**config.mk**
```make
export PLATFORM = sky130hd
export DESIGN_NAME = qsys_sysid_ext
export DESIGN_NICKNAME = d
export VERILOG_FILES = /design/src/rtl/qsys_sysid_pkg.sv /design/src/rtl/qsys_sysid_rd_pipe.sv /design/src/rtl/qsys_sysid_ext.sv
export SDC_FILE = /design/constraint.sdc
export NUM_CORES = 1
export LEC_CHECK = 0
export ABC_CLOCK_PERIOD_IN_PS = 1900
export BUFFER_PORTS_ARGS = -buffer_cell sky130_fd_sc_hd__buf_2
export CAP_MARGIN = 10
export CORE_MARGIN = 4
export CORE_UTILIZATION = 54
export DETAILED_ROUTE_END_ITERATION = 12
export GPL_ROUTABILITY_DRIVEN = 0
export GPL_TIMING_DRIVEN = 0
export PLACE_DENSITY = 0.77
export SETUP_SLACK_MARGIN = 0.2
export SLEW_MARGIN = 20
export SYNTH_ARGS = -nofsm -noshare
export SYNTH_HDL_FRONTEND = slang
export SYNTH_SLANG_ARGS = --single-unit
```
**constraint.sdc**
```tcl
create_clock -name clock -period 1.9 [get_ports clock]
set_input_delay 0.38 -clock clock [delete_from_list [all_inputs] [get_ports clock]]
set_output_delay 0.38 -clock clock [all_outputs]
set_load 0.005 [all_outputs]
```
**src/rtl/qsys_sysid_pkg.sv**
```systemverilog
// Shared constants for the extended system-ID slave: the register map,
// CONTROL bit positions and the CAPS field layout.
package qsys_sysid_pkg;

  localparam logic [2:0] ADDR_ID        = 3'd0;
  localparam logic [2:0] ADDR_TIMESTAMP = 3'd1;
  localparam logic [2:0] ADDR_SCRATCH   = 3'd2;
  localparam logic [2:0] ADDR_UPTIME_LO = 3'd3;
  localparam logic [2:0] ADDR_UPTIME_HI = 3'd4;
  localparam logic [2:0] ADDR_CONTROL   = 3'd5;
  localparam logic [2:0] ADDR_CAPS      = 3'd6;
  localparam logic [2:0] ADDR_RSVD      = 3'd7;

  localparam int CTRL_EN  = 0;
  localparam int CTRL_CLR = 1;

  localparam int CAPS_LAT_LSB   = 0;
  localparam int CAPS_WIDTH_LSB = 8;

  // CAPS word: {16'h0, uptime width, 4'h0, read latency}
  function automatic logic [31:0] capsWord(input int upWidth, input int rdLatency);
    logic [31:0] w;
    w = '0;
    w[CAPS_WIDTH_LSB +: 8] = 8'(upWidth);
    w[CAPS_LAT_LSB +: 4]   = 4'(rdLatency);
    return w;
  endfunction

endpackage

```
**src/rtl/qsys_sysid_rd_pipe.sv**
```systemverilog
// Fixed-latency read response pipeline. Each stage carries a valid flag and
// the word sampled at acceptance; the last stage drives the response.
module qsys_sysid_rd_pipe
  import qsys_sysid_pkg::*;
#(
  parameter int LATENCY = 1
) (
  input  logic        clock_i,
  input  logic        reset_ni,
  input  logic        valid_i,
  input  logic [31:0] data_i,
  output logic        valid_o,
  output logic [31:0] data_o
);

  logic [LATENCY-1:0] valid_q, valid_d;
  logic [31:0]        data_q [LATENCY];
  logic [31:0]        data_d [LATENCY];

  // Shift every stage down by one, new sample enters stage 0
  always_comb begin
    valid_d[0] = valid_i;
    data_d[0]  = data_i;
    for (int i = 1; i < LATENCY; i++) begin
      valid_d[i] = valid_q[i-1];
      data_d[i]  = data_q[i-1];
    end
  end

  // Stage registers; reset flushes any in-flight response
  always_ff @(posedge clock_i or negedge reset_ni) begin
    if (!reset_ni) begin
      valid_q <= '0;
      for (int i = 0; i < LATENCY; i++) begin
        data_q[i] <= '0;
      end
    end else begin
      valid_q <= valid_d;
      data_q  <= data_d;
    end
  end

  assign valid_o = valid_q[LATENCY-1];
  assign data_o  = valid_q[LATENCY-1] ? data_q[LATENCY-1] : '0;

endmodule

```
**src/rtl/qsys_sysid_ext.sv**
```systemverilog
// Extended system-ID Avalon-MM slave: ID/timestamp, scratch register,
// free-running uptime counter with coherent LO/HI read, control and caps.
module qsys_sysid_ext
  import qsys_sysid_pkg::*;
#(
  parameter logic [31:0] ID_VALUE        = 32'h0000_0000,
  parameter logic [31:0] TIMESTAMP_VALUE = 32'd1539279297,
  parameter int          UPTIME_WIDTH    = 64,
  parameter int          READ_LATENCY    = 1,
  parameter logic [31:0] SCRATCH_RESET   = 32'h0000_0000
) (
  input  logic        clock,
  input  logic        reset_n,
  input  logic [2:0]  address,
  input  logic        read,
  input  logic        write,
  input  logic [31:0] writedata,
  input  logic [3:0]  byteenable,
  output logic [31:0] readdata,
  output logic        readdatavalid
);

  localparam int HI_W = UPTIME_WIDTH - 32;
  localparam logic [UPTIME_WIDTH-1:0] UPTIME_ONE = 1;

  logic [31:0]             scratch_q, scratch_d;
  logic                    enable_q, enable_d;
  logic [UPTIME_WIDTH-1:0] uptime_q, uptime_d;
  logic [HI_W-1:0]         hiSnap_q, hiSnap_d;
  logic [31:0]             rdWord;
  logic [31:0]             rdSample;
  logic                    ctrlWrite;

  // Read mux over the current register state (read-before-write)
  always_comb begin
    rdWord = '0;
    case (address)
      ADDR_ID:        rdWord = ID_VALUE;
      ADDR_TIMESTAMP: rdWord = TIMESTAMP_VALUE;
      ADDR_SCRATCH:   rdWord = scratch_q;
      ADDR_UPTIME_LO: rdWord = uptime_q[31:0];
      ADDR_UPTIME_HI: rdWord = 32'(hiSnap_q);
      ADDR_CONTROL:   rdWord = {31'b0, enable_q};
      ADDR_CAPS:      rdWord = capsWord(UPTIME_WIDTH, READ_LATENCY);
      default:        rdWord = '0;
    endcase
  end

  // Next state for scratch, control, uptime counter and the high-word snapshot
  always_comb begin
    scratch_d = scratch_q;
    if (write && (address == ADDR_SCRATCH)) begin
      for (int i = 0; i < 4; i++) begin
        if (byteenable[i]) begin
          scratch_d[8*i +: 8] = writedata[8*i +: 8];
        end
      end
    end

    ctrlWrite = write && (address == ADDR_CONTROL) && byteenable[0];
    enable_d  = ctrlWrite ? writedata[CTRL_EN] : enable_q;

    uptime_d = uptime_q;
    if (ctrlWrite && writedata[CTRL_CLR]) begin
      uptime_d = '0;
    end else if (enable_q) begin
      uptime_d = uptime_q + UPTIME_ONE;
    end

    hiSnap_d = hiSnap_q;
    if (read && (address == ADDR_UPTIME_LO)) begin
      hiSnap_d = uptime_q[UPTIME_WIDTH-1:32];
    end
  end

  // Register file state
  always_ff @(posedge clock or negedge reset_n) begin
    if (!reset_n) begin
      scratch_q <= SCRATCH_RESET;
      enable_q  <= 1'b1;
      uptime_q  <= '0;
      hiSnap_q  <= '0;
    end else begin
      scratch_q <= scratch_d;
      enable_q  <= enable_d;
      uptime_q  <= uptime_d;
      hiSnap_q  <= hiSnap_d;
    end
  end

  assign rdSample = read ? rdWord : '0;

  qsys_sysid_rd_pipe #(
    .LATENCY (READ_LATENCY)
  ) u_rd_pipe (
    .clock_i  (clock),
    .reset_ni (reset_n),
    .valid_i  (read),
    .data_i   (rdSample),
    .valid_o  (readdatavalid),
    .data_o   (readdata)
  );

endmodule

```
==> results of run 1 <==
## routing by layer
layer / vias up / share of wire [%] / track usage [%]
met2: 677 / 47 / 50.5
met4: 0 / 7.1 / 16.7
met3: 219 / 12 / 7.87
met5: - / 0 / 0
met1: 3781 / 34 / 38.8
li1: 3118 / - / -
## worst max-delay path by stage
stage / depth (start not counted) / slack [ps] / to
after floorplan: 9 / -30 / uptime_q[44]
after global placement: 1 / -2040 / uptime_q[4]
after detailed placement: 6 / -420 / uptime_q[51]
after CTS: 8 / -90 / uptime_q[56]
after global routing: 7 / -220 / uptime_q[62]
final: 9 / -190 / uptime_q[62]
## kinds of logic (layout without fill, tap and decap cells)
kind of cell	after synthesis	in the layout
AO/OA/AOI/OAI	120	120
buffers and inverters	44	241
XOR/XNOR	37	37
adder cells (fa/ha/maj)	1	1
AND/OR/NAND/NOR	315	315
flip-flops	162	162
multiplexers	80	80
## Yosys cell counts, types with 3 or more instances
library cell and number:
o211ai_1 3, clkbuf_1 28, dfrtp_1 161, and3_1 7, nand4_4 3, buf_2 4
o21ai_0 18, o22a_1 17, mux2_2 64, nor4_1 17, xnor2_1 17, a21oi_1 52
nor2b_1 3, and4_1 8, nor2_1 93, or2_2 3, o31ai_1 6, or4_1 9
mux2i_1 16, nor3_1 13, nand3_1 27, or3_1 16, and2_1 37, a22oi_1 17
xor2_1 20, nand2_1 37, inv_1 5, nand4_1 30, clkbuf_8 3
## sequential cells by signal, summed over array words and instances (netlist names)
register,flops
enable_q,1
uptime_q,64
u_rd_pipe.valid_o,1
hiSnap_q,32
scratch_q,32
u_rd_pipe.data_q,32
## worst max-delay path, cell delays in order (launching register included)
cell and delay, ps:
dfrtp_2 440, nand4_1 140, buf_6 160, buf_6 110
buf_6 110, nor4_4 240, o2111ai_4 240, buf_4 200
o21ai_0 200, a21oi_1 110
## per-stage QoR
step           instance area [um^2]  setup WS (ps)  TNS [ps]  power [mW]
2_1_floorplan                  8130          -34.7     -90.5        6.06
3_3_place_gp                   8730          -2040   -300430        6.68
3_5_place_dp                   8760           -417    -22030        6.83
4_1_cts                       10400          -94.2      -891        10.6
5_1_grt                       11000           -219     -4200        11.8
6_report                      11000           -193     -2710        11.4
## power breakdown
part           switching (mW)  leakage, nW  internal, mW
logic                    1.41         2.57          1.32
registers               0.981         1.98          4.22
clock network            1.44        0.289          2.07
## placed cells by master, fill, tap and decap left out, drive strengths merged, types with 6 or more instances in the layout
master / netlist / layout
xor2: 20 / 20
o21ai: 18 / 18
and4: 10 / 10
and2: 38 / 38
a21oi: 52 / 52
nand4: 35 / 35
or4: 9 / 9
mux2i: 16 / 16
clkbuf: 31 / 51
mux2: 64 / 64
nor2: 93 / 93
o31ai: 6 / 6
nor4: 19 / 19
xnor2: 17 / 17
nor3: 13 / 13
dfrtp: 161 / 161
nand2: 37 / 37
or3: 16 / 16
o22a: 17 / 17
and3: 8 / 8
a22oi: 17 / 17
nand3: 28 / 28
buf: 8 / 175
## final cells by class
type	instances	share of cell area (%)
inverters	5	0.170
multi-input cells	553	39.8
well taps	184	2.09
clock inverters	9	0.942
clock buffers	23	4.43
flip-flops and latches	162	37.2
plain buffers	39	2.46
repair buffers	165	12.9
## timing repair
action | 4_1_cts | 5_1_grt
pin swaps | 55 | 42
hold buffers | 1 | 0
endpoints found under the setup margin | 93 | 135
resized for setup | 141 | 97
setup buffers | 51 | 34
gates cloned | 3 | 1
hold endpoints to repair | 68 | 0
==> impl_metrics.json, run 1 <==
{
  "rsz0062_at_grt": "true",
  "min_period_ps": 2090,
  "cts_tree": "yes",
  "grt_max_degree": 95,
  "drt.antenna.violating_nets": 0,
  "insertion_delay_ps": 450,
  "timing.final.ws_setup_ps": -193,
  "path_clk_slew_ps": 60,
  "timing.hold.ws_ps": 95.5,
  "drtIter0Drc": 1199,
  "ff2ff_path_depth": 9,
  "port_buffers": 74,
  "max_slew_margin_pct": 54.5,
  "wl_mm": 29.6,
  "synth_cell_types": 47,
  "syn_inst": 759,
  "synth_top_family_by_area": "simple AND/OR/NAND/NOR gates",
  "yosys_warnings": 0,
  "dr.pass1.iters": 8,
  "cts_buffers": 17,
  "slew_viol_final": 0,
  "antenna_found_initial": 0,
  "grt_first_pass_wirelength_mm": 39.7,
  "synthToLayoutAreaGrowth_pct": 38.2,
  "drv_cap": 0,
  "critPathKind": "reg2reg",
  "synth-seq-area-share_pct": 50.8,
  "synth_top_area_share_pct": 50.5,
  "grtUsageTotal_pct": 31.3,
  "synth.area.top_cells": "dfrtp_1 51%, mux2_2 9.0%, nor2_1 4.4%, a21oi_1 3.3%, and2_1 2.9%",
  "syn_nets": 803,
  "multi_input_area_um2": 4390,
  "r2r_end": "uptime_q[62]",
  "synth-seq-cells": 162,
  "cts.sinks": 162,
  "vias": 7795,
  "ir_worst_vdd_mv": 0.791,
  "antennaDiodeCount": 0,
  "cp_max_fo": 6,
  "coreArea_um2": 14500,
  "cts-root-buf": "clkbuf_16",
  "hold_path_class": "in2reg",
  "synth_fa_ha_area_share_pct": 0.157,
  "rr_startpoint": "uptime_q[14]",
  "hold_viol_final": 0,
  "yosysTopAreaCell": "dfrtp_1",
  "drive_gt1_share_pct": 46.2,
  "skew_ps": 11.6,
  "synth-main-ff-cell": "dfrtp_1",
  "core.rowCount": 44,
  "num-fill-cells": 738,
  "register_area_um2": 4100,
  "min-delay-start": "read",
  "ioPinCount": 76,
  "pwr_density_cell_nw_per_um2": 1040,
  "start_util_pct": 55.1,
  "grt-ovfl-total": 0,
  "crit_path_end_kind": "flop",
  "tightest_slew_ps": 683,
  "violations": "setup timing",
  "die_area_um2": 16800,
  "htreeDepth": 4,
  "holdPathStages": 1,
  "synthArstFlopShare_pct": 100,
  "p_leak_nw": 4.84,
  "synth.area.mux_share_pct": 11.0,
  "run_status": "complete, but fails checks",
  "synth_edf_count": 0,
  "syn_avg_cell_area_um2": 10.5,
  "cp-startpoint": "uptime_q[14]",
  "wl_per_cell_um": 26.0,
  "cp.arrival_ps": 2390,
  "place_hpwl_mm": 16.2,
  "worst_setup_path_start_kind": "flop",
  "cp.required_ps": 2200,
  "clockBufferDepth": 2,
  "hold_end": "u_rd_pipe.valid_o",
  "place_inst": 1018,
  "synth-xor-area-share_pct": 4.06,
  "drc_errors": 0,
  "synth-simple-area-share_pct": 21.8,
  "first_global_vias": 7401,
  "nets": 987,
  "final_cells": 1140,
  "postLayoutCoreUtil_pct": 76.1,
  "synth-compound-area-share_pct": 9.46,
  "die_y_um": 130,
  "setup_viol": 29,
  "period_share_pct": 110,
  "synth_area_um2": 7980,
  "viasPerCell": 6.84,
  "die_w_um": 130,
  "max_freq_mhz": 478,
  "rrSetupSlack_ps": -190
}
Note: power is estimated with default switching activity, not from simulation.
==> run 2: changes to the inputs <==
==> constraint.sdc (replaced) <==
create_clock -name clock -period 1.9 [get_ports clock]
set_input_delay 0.285 -clock clock [delete_from_list [all_inputs] [get_ports clock]]
set_output_delay 0.285 -clock clock [all_outputs]
set_load 0.005 [all_outputs]
==> run 2 against run 1 <==
Net effect:
- the run still ends with setup timing left
- via count decreased by 5.2%
- core utilization decreased by 3.0 points
- global-route usage decreased by 2.9 points
- critical endpoint is now uptime_q[43]
==> impl_metrics.json, run 2 (synthesis gave the netlist of run 1 again) <==
{
  "rsz0062_at_grt": "true",
  "grt-ovfl-total": 0,
  "worstPathCellList": "nand4_1 -> buf_6 -> nor4_4 -> nand2_2 -> buf_4 -> or3_1 -> a21oi_2",
  "layout_commonest_cell": "dfrtp_1",
  "port_buffers": 74,
  "first_global_vias": 6679,
  "coreArea_um2": 14500,
  "drv_cap": 0,
  "antennaDiodeCount": 0,
  "grt_first_pass_wirelength_mm": 35.9,
  "crit_path_end_kind": "flop",
  "viasPerCell": 6.52,
  "run_status": "complete, but fails checks",
  "tightest_slew_ps": 731,
  "hold_path_class": "in2reg",
  "place_hpwl_mm": 15.7,
  "largest_reg_flops": 64,
  "num-fill-cells": 893,
  "min_period_ps": 2040,
  "rrSetupSlack_ps": -140,
  "fin_area_um2": 10600,
  "timing.final.ws_setup_ps": -138,
  "drc_errors": 0,
  "final_cell_mix": "125 x dfrtp_1, 87 x nor2_1, 76 x buf_2, 69 x buf_4, 64 x mux2_2",
  "grtUsageTotal_pct": 28.3,
  "grt_use_met2_pct": 45.5,
  "nets": 980,
  "grt.busiest_layer": "met2",
  "synthToLayoutAreaGrowth_pct": 32.8,
  "cts.sinks": 162,
  "die_y_um": 130,
  "crit_path_top_delay_cell": "dfrtp_1",
  "start_util_pct": 55.1,
  "cp.required_ps": 2250,
  "p_leak_nw": 4.68,
  "path_clk_slew_ps": 70,
  "setup_tns_ps": -2190,
  "cts-root-buf": "clkbuf_16",
  "period_share_pct": 107,
  "critPathKind": "reg2reg",
  "grtUsageMet3_pct": 6.76,
  "ir_worst_vdd_mv": 0.665,
  "htreeDepth": 4,
  "timing.hold.ws_ps": 83.2,
  "max_freq_mhz": 491,
  "drt.antenna.violating_nets": 0,
  "die_w_um": 130,
  "core.rowCount": 44,
  "cpPeakStageDelay_ps": 430,
  "pwr_density_cell_nw_per_um2": 1070,
  "dr.pass1.iters": 6,
  "cts_tree": "yes",
  "hold_viol_final": 0,
  "max_slew_margin_pct": 51.2,
  "power.total_mw": 11.3,
  "wl_mm": 26.4,
  "cp.arrival_ps": 2390,
  "vias": 7388,
  "drive_gt1_share_pct": 41.6,
  "wl_per_cell_um": 23.3,
  "skew_ps": 14.4,
  "grtUsageMet1_pct": 37.5,
  "dpl_cell_area_um2": 8750,
  "grt_max_degree": 57,
  "setup_viol": 29,
  "ioPinCount": 76,
  "violations": "setup timing",
  "top_register": "uptime_q",
  "drtIter0Drc": 1001,
  "antenna_found_initial": 1,
  "postLayoutCoreUtil_pct": 73.1,
  "clockBufferDepth": 2,
  "cp_max_fo": 3,
  "slew_viol_final": 0,
  "cts_buffers": 17,
  "insertion_delay_ps": 440,
  "worst_setup_path_start_kind": "flop",
  "die_area_um2": 16800
}
## run 2: cell types whose count changed in the layout (fill, tap and decap cells not counted), sizes merged
cell / before / now
clkinvlp: 2 / 1
dlygate4sd3: 1 / 2
bufinv: 2 / 3
buf: 175 / 164
clkbuf: 51 / 54
## run 2: critical path, delay by kind of cell (launching register included)
| family | cells | cell delay [ps] |
|---|---|---|
| compound gates | 1 | 150 |
| simple gates | 4 | 1010 |
| flops | 1 | 430 |
| buf+inv | 2 | 360 |
## run 2: what timing repair did
action,4_1_cts,5_1_grt
setup endpoints to repair,105,144
buffers inserted,41,38
hold buffers,2,0
hold endpoints to repair,56,0
gates resized for setup,73,73
pin swaps,26,32
gates cloned,1,0
## run 2: final timing paths
| kind | start | endpoint | cells past startpoint |
|---|---|---|---|
| setup / recovery | uptime_q[13] | uptime_q[43] | 7 |
| hold / removal | writedata[27] | scratch_q[27] | 2 |
| setup reg to reg | uptime_q[13] | uptime_q[43] | 7 |
| hold reg to reg | scratch_q[6] | scratch_q[6] | 1 |
| max in group asynchronous | reset_n | uptime_q[25] | 4 |
| min in group asynchronous | reset_n | u_rd_pipe.data_q[8] | 2 |
## run 2: layout make-up
| class | instances | area, um^2 | share of cell area (%) |
|---|---|---|---|
| plain buffers | 39 | 228 | 2.15 |
| repair buffers | 158 | 1120 | 10.6 |
| clock inverters | 9 | 126 | 1.19 |
| clock buffers | 23 | 498 | 4.70 |
| multi-input cells | 553 | 4270 | 40.3 |
| well taps | 184 | 230 | 2.17 |
| inverters | 5 | 18.8 | 0.177 |
| flip-flops and latches | 162 | 4100 | 38.7 |
## run 2: report_power, final
part	internal (mW)	total, mW	switching (mW)	leakage, nW
clock	2.24	3.63	1.40	0.309
sequential	4.22	5.12	0.899	1.98
combinational	1.27	2.59	1.32	2.39
## run 2: per-stage QoR
| stage | worst slack [ps] | std cells |
|---|---|---|
| after floorplan | -35.0 | 759 |
| after global placement | -2160 | 1017 |
| after detailed placement | -470 | 1019 |
| after CTS | -66.3 | 1095 |
| after global routing | -206 | 1133 |
| final | -138 | 1133 |
## run 2: routing by layer
| metal | vias up | routed length, um |
|---|---|---|
| li1 | 3105 | - |
| met1 | 3590 | 9880 |
| met2 | 544 | 12200 |
| met3 | 147 | 2760 |
| met4 | 2 | 1500 |
| met5 | - | 13 |
